### config.mk
export PLATFORM = sky130hd
export DESIGN_NAME = regfile_32x64
export DESIGN_NICKNAME = d
export VERILOG_FILES = /design/src/rtl/cpu_pkg.sv /design/src/rtl/decoder5to32.sv /design/src/rtl/regfile_32x64.sv
export SDC_FILE = /design/constraint.sdc
export NUM_CORES = 2
export LEC_CHECK = 0
export BUFFER_PORTS_ARGS = -buffer_cell sky130_fd_sc_hd__buf_2
export CAP_MARGIN = 20
export CORE_MARGIN = 2
export CORE_UTILIZATION = 50
export DETAILED_ROUTE_END_ITERATION = 16
export GPL_ROUTABILITY_DRIVEN = 0
export PLACE_DENSITY = 0.72
export SYNTH_ARGS = -nofsm -noshare
export SYNTH_HDL_FRONTEND = slang
export SYNTH_SLANG_ARGS = --single-unit
### constraint.sdc
create_clock -name clk -period 56.6 [get_ports clk]
set_input_delay 0 -clock clk [delete_from_list [all_inputs] [get_ports clk]]
set_output_delay 0 -clock clk [all_outputs]
set_load 0.02 [all_outputs]
### src/rtl/cpu_pkg.sv
// Shared LEGv8 datapath definitions: register-file geometry, the register
// index type used by decode and forwarding, and an index-to-one-hot helper.
package cpu_pkg;

  localparam int REG_IDX_W = 5;
  localparam int NUM_REGS  = 32;
  localparam int XZR_IDX   = 31;
  localparam int DATA_W    = 64;

  typedef logic [REG_IDX_W-1:0] reg_idx_t;
  typedef logic [NUM_REGS-1:0]  reg_onehot_t;

  // Single hot bit at position idx; used to build per-register write enables.
  function automatic reg_onehot_t idx_to_onehot(input reg_idx_t idx);
    reg_onehot_t oh;
    oh      = '0;
    oh[idx] = 1'b1;
    return oh;
  endfunction

endpackage

### src/rtl/decoder5to32.sv
// 5-to-32 one-hot decoder with enable; drives the register-file write enables.
// With en_i low every output bit is low, so no register can be written.
module decoder5to32
  import cpu_pkg::*;
(
  input  logic        en_i,
  input  reg_idx_t    idx_i,
  output reg_onehot_t onehot_o
);

  // Decode the index into a single enable bit, gated by en_i.
  always_comb begin
    onehot_o = '0;
    if (en_i) begin
      onehot_o = idx_to_onehot(idx_i);
    end else begin
      onehot_o = '0;
    end
  end

endmodule

### src/rtl/regfile_32x64.sv
// 32 x N architectural register file for the LEGv8 pipeline: one write port,
// two combinational read ports, register ZERO_REG hardwired to zero (XZR).
// Optional build macro REGFILE_BYPASS_EN: when defined, a read of the register
// being written in the same cycle returns WriteData (write-through bypass);
// when undefined, reads see only stored values (1-cycle write-to-read latency).
module regfile_32x64
  import cpu_pkg::*;
#(
  parameter int N        = DATA_W,
  parameter int ZERO_REG = XZR_IDX
)(
  input  logic           clk,
  input  logic           reset,
  input  logic           RegWrite,
  input  logic [4:0]     WriteReg,
  input  logic [N-1:0]   WriteData,
  input  logic [4:0]     ReadReg1,
  input  logic [4:0]     ReadReg2,
  output logic [N-1:0]   ReadData1,
  output logic [N-1:0]   ReadData2
);

  localparam reg_idx_t ZERO_IDX = reg_idx_t'(ZERO_REG);

  // Flat view of all registers feeding the two 32:1 read muxes.
  logic [NUM_REGS-1:0][N-1:0] reg_bus_s;
  reg_onehot_t                we_s;
  logic                       wr_req_s;
  logic [N-1:0]               rd1_s;
  logic [N-1:0]               rd2_s;

  // Writes aimed at XZR are dropped before the decoder so no enable fires.
  assign wr_req_s = RegWrite && (WriteReg != ZERO_IDX);

  decoder5to32 u_wr_dec (
    .en_i     (wr_req_s),
    .idx_i    (WriteReg),
    .onehot_o (we_s)
  );

  for (genvar i = 0; i < NUM_REGS; i++) begin : g_reg
    if (i == ZERO_REG) begin : g_zero
      // XZR has no storage; its mux input is tied to zero.
      logic unused_we_s;
      assign unused_we_s  = we_s[i];
      assign reg_bus_s[i] = '0;
    end else begin : g_flop
      logic [N-1:0] data_d;
      logic [N-1:0] data_q;

      // Next state: load WriteData when this register's enable is hot.
      always_comb begin
        data_d = data_q;
        if (we_s[i]) begin
          data_d = WriteData;
        end else begin
          data_d = data_q;
        end
      end

      // Register storage; asynchronous reset clears it regardless of clk.
      always_ff @(posedge clk or posedge reset) begin
        if (reset) begin
          data_q <= '0;
        end else begin
          data_q <= data_d;
        end
      end

      assign reg_bus_s[i] = data_q;
    end
  end

`ifdef REGFILE_BYPASS_EN
  logic byp1_s;
  logic byp2_s;

  // Bypass is suppressed during reset so both ports keep reading zero.
  assign byp1_s = wr_req_s && !reset && (ReadReg1 == WriteReg);
  assign byp2_s = wr_req_s && !reset && (ReadReg2 == WriteReg);

  // Read muxes with same-cycle write-through from the write port.
  always_comb begin
    rd1_s = reg_bus_s[ReadReg1];
    rd2_s = reg_bus_s[ReadReg2];
    if (byp1_s) begin
      rd1_s = WriteData;
    end else begin
      rd1_s = reg_bus_s[ReadReg1];
    end
    if (byp2_s) begin
      rd2_s = WriteData;
    end else begin
      rd2_s = reg_bus_s[ReadReg2];
    end
  end
`else
  // Read muxes return stored values only; a same-cycle write is seen next cycle.
  always_comb begin
    rd1_s = reg_bus_s[ReadReg1];
    rd2_s = reg_bus_s[ReadReg2];
  end
`endif

  assign ReadData1 = rd1_s;
  assign ReadData2 = rd2_s;

endmodule

* Word level (Yosys, flattened, before mapping)
Cells that the tools add are included.
** Word-level totals
- Output and inout bits :: 128
- Logic and storage cells :: 45
- Flip-flop bits (word level) :: 1984
** Cells by class
- Reduce and logical (&&, ||, !) cells :: 2
- Equality and inequality tests :: 1
- Multiplexer cells :: 7
- $lt $le $gt $ge :: 4
** Operators by type and width (count)
- 64-bit binary-select mux with 5-bit select :: 2
- 64-bit two-way mux :: 2
- 31-bit two-way mux :: 1
- 5-bit by 6-bit less-than comparator with 1-bit output, second input constant :: 3
- 1-bit demux with 5-bit select :: 1
- 5-bit by 1-bit greater-or-equal comparator with 1-bit output, second input constant :: 1
- 5-bit != test, second input constant :: 1
- 1-bit logical AND :: 2
- 1-bit two-way mux :: 1

* Longest topological paths before layout
- Depth after elaboration :: 5
- Mapped depth :: 9
- Gate-level depth less buffers :: 4

* By module
A second synthesis with hierarchy kept.
** Unflattened totals
- Cell total of the unflattened synthesis :: 7480
- Area total of the unflattened synthesis :: 106313.2 um^2
** Modules (own cells, without submodules)
- regfile_32x64 :: area an instance 106083.0 um^2, instances 1, cells each 7433, sequential area each 49647.6 um^2
- decoder5to32 :: area an instance 230.2 um^2, instances 1, cells each 47, sequential area each 0.0 um^2

* Worst setup path after synthesis
OpenSTA, ideal clock, no wires.
- Kind :: input port to output port
- Start point :: input ReadReg2[0]
- End point :: output ReadData2[10]
- Data required time :: 56600 ps
- Stages :: 7
- Arrival :: 1661 ps
- Slack :: 54939 ps
- Path through :: buf_2 -> buf_4 -> buf_6 -> nor2_2 -> buf_6 -> a22oi_1 -> a211oi_1
** On the way
- Cells in the longest elaborated chain, start to end :: 2
** RTL lines
- start, declared :: line regfile_32x64.sv:18 : input logic [4:0] ReadReg2,
- 64-bit binary-select mux with 5-bit select :: line regfile_32x64.sv:101 : rd2_s = reg_bus_s[ReadReg2];
- 64-bit two-way mux (implied by the code) :: line regfile_32x64.sv:101
- end, declared :: line regfile_32x64.sv:20 : output logic [N-1:0] ReadData2
No other way between the ends. The select of a mux whose other input is x is not followed.

==> flow_metrics.tcl <==
set metrics [dict create \
    syn_to_final_growth_pct 9.70 \
    dr.pass1.iters 6 \
    startpoint_type "input port" \
    avgSynthCellArea_um2 14.6 \
    post_route_cells_drive_above_1_share 0.460 \
    grt_setup_unrepaired "no" \
    dieWidth_um 461 \
    ys_warn_count 0 \
    ys_ff_latch 1984 \
    portBuffers 209 \
    r2r_slack_ps 55770 \
    path_class "in -> async" \
    synth_fp_nets 7220 \
    run_status "complete, no violations" \
    clock_path_buffers 3 \
    tightest_slew_ps 1270 \
    synth_edf_count 0 \
    cp-startpoint "reset" \
    numCtsBuffers 203 \
    synth-simple-area-share 0.0147 \
    post_cts_buffers 0 \
    cts_resized 0 \
    routed_wl_mm 349 \
    fin_util 0.553 \
    largest_reg_flops 1984 \
    grt_overflow_total 0 \
    whs_ps 92.7 \
    first_global_vias 72398 \
    antenna_found_initial 32 \
    track_usage 0.328 \
    fmax_ghz 0.168 \
    yosysSeqAreaShare 0.475 \
    grt_pass1_wl_mm 509 \
    cts_tree "done" \
    ant_nets 0 \
    yosysUniqueCellTypes 42 \
    final_common_cell "dfrtp_1" \
    irDropWorstVdd_mv 0.0358 \
    drv_slew 0 \
    avgRoutedWirePerCell_um 35.1 \
    viasPerCell 7.07 \
    place_ws_ps 50770 \
    ff2ff_path_depth 1 \
    syn_area_mm2 0.105 \
    synthAdderAreaFrac 0 \
    grt_max_degree 161 \
    drv_cap 0 \
    fp.dieH_um 461 \
    critPathMaxFanout 160 \
    crit-reg2reg-launch "g_reg[8].g_flop.data_q[56]$_DFFE_PP0P_" \
    hold_path_class "in -> reg" \
    synth_top_area_frac 0.475 \
    vias 70382 \
    reg2reg_to "g_reg[8].g_flop.data_q[56]$_DFFE_PP0P_" \
    reg_top3 "g.g_flop.data_q x1984" \
    top_register "g.g_flop.data_q" \
    synth_ff_type "dfrtp_1" \
    num-fill-cells 16414 \
    final_cell_mix "dfrtp_1, mux2_2, mux4_2" \
    synth_top_family_by_area "multiplexers" \
    end_kind "async pin" \
    setup_tns_ps 0 \
    cts_sinks 1984 \
    start_util 0.504 \
    hold_viol 0 \
    layout_setup_ws_ps 50640 \
    synth-compound-area-share 0.0594 \
    min_period_ps 5960 \
    root_buffer "clkbuf_16" \
    p_leak_nw 50.0 \
    finClkSkew_ps 0 \
    synth_cells 7138 \
    drc 0 \
    fin_nets 7066 \
    fin_crit_sh 0.105 \
    synthArstFlopShare 1.00 \
    synth_xor_area_frac 0 \
    dieArea_mm2 0.213 \
    row_count 167 \
    synth_mux_area_frac 0.414 \
    synthTopCellsByArea "dfrtp_1, mux2_2, mux4_2" \
    arrival_ps 6830 \
    clkLatencyLatePin_ps 850 \
    dpl.hpwl_mm 184 \
    cp-endpoint "g_reg[18].g_flop.data_q[31]$_DFFE_PP0P_" \
    core_region_area_mm2 0.207 \
    io_pins 210 \
    pwr_density_cell_mw_per_mm2 35.9 \
    htreeDepth 4 \
    drtIter0Drc 8237 \
    cp.required_ps 57470 \
    yosys.area.top_type "dfrtp_1" \
    clkTransAtPathRegs_ps 60 \
    slew_headroom 0.145 \
    setup_violations 0 \
]
metrics by stage:
| step | instances | instance area [um2] | power [mW] |
|---|---|---|---|
| global placement | 9488 | 107000 | 2.69 |
| floorplan | 7138 | 105000 | 2.51 |
| detailed placement | 9490 | 107000 | 2.74 |
| CTS | 9934 | 115000 | 4.11 |
| finish | 9952 | 115000 | 4.12 |
| global route | 9949 | 115000 | 4.27 |
timing repair:
| action | CTS | global route |
|---|---|---|
| hold buffers | 71 | 0 |
| endpoints found under the hold margin | 2103 | 0 |
| endpoints found under the setup margin | 0 | 0 |
power by group:
part	internal [mW]	switching, mW	leakage (nW)
clock	0.788	0.592	3.35
combinational	0.467	0.364	21.3
sequential	1.70	0.210	25.4
total	2.95	1.17	50.0
final cells by class:
class / count / area, um2 / area share
flip-flops and latches: 1984 / 49600 / 0.433
multi-input cells: 4299 / 51300 / 0.448
clock inverters: 58 / 707 / 0.00616
inverters: 66 / 258 / 0.00225
clock buffers: 315 / 6070 / 0.0530
repair buffers: 430 / 3160 / 0.0276
diodes: 12 / 30.0 / 0.000262
well taps: 2788 / 3490 / 0.0304
worst max-delay path, stage by stage:
cell and delay (ps):
dlygate4sd3_1 530, buf_2 110, dlygate4sd3_1 620, inv_8 560
buf_4 710, buf_12 610, buf_4 830, buf_4 800
buf_4 800, buf_4 800
Yosys cell counts, types with 8 or more instances:
master    instances
mux2i_1         508
mux2_1          138
buf_6             8
o221ai_1        127
mux4_2          706
mux2_2         1846
clkbuf_1        386
o211ai_1        127
o22ai_1         128
nor2_4           12
nand4_1          64
nand2_1          84
inv_1            66
a22oi_1         316
buf_4            42
buf_1            19
dfrtp_1        1984
a21boi_0         64
buf_2           334
a211oi_1         65
nand3_1          66
logic make-up after synthesis:
kind of cell    after synthesis
flops                      1984
simple gates                273
compound gates              828
buf+inv                     855
mux                        3198
how the worst min path moves through the flow:
stage,startpoint,to,slack (ps),cells past startpoint
6_report,WriteReg[0],g_reg[28].g_flop.data_q[4]$_DFFE_PP0P_,90,4
5_1_grt,WriteReg[0],g_reg[28].g_flop.data_q[3]$_DFFE_PP0P_,80,4
4_1_cts,WriteReg[0],g_reg[28].g_flop.data_q[3]$_DFFE_PP0P_,40,4
3_5_place_dp,reset,g_reg[16].g_flop.data_q[60]$_DFFE_PP0P_,230,2
3_3_place_gp,reset,g_reg[16].g_flop.data_q[60]$_DFFE_PP0P_,230,2
2_1_floorplan,WriteData[10],g_reg[20].g_flop.data_q[10]$_DFFE_PP0P_,130,1
layer usage:
metal	share of wire	track usage
met2	0.46	0.506
met1	0.38	0.431
met5	0.00018	0
met4	0.059	0.171
met3	0.10	0.0797
Power figures use the tool's default switching activity.
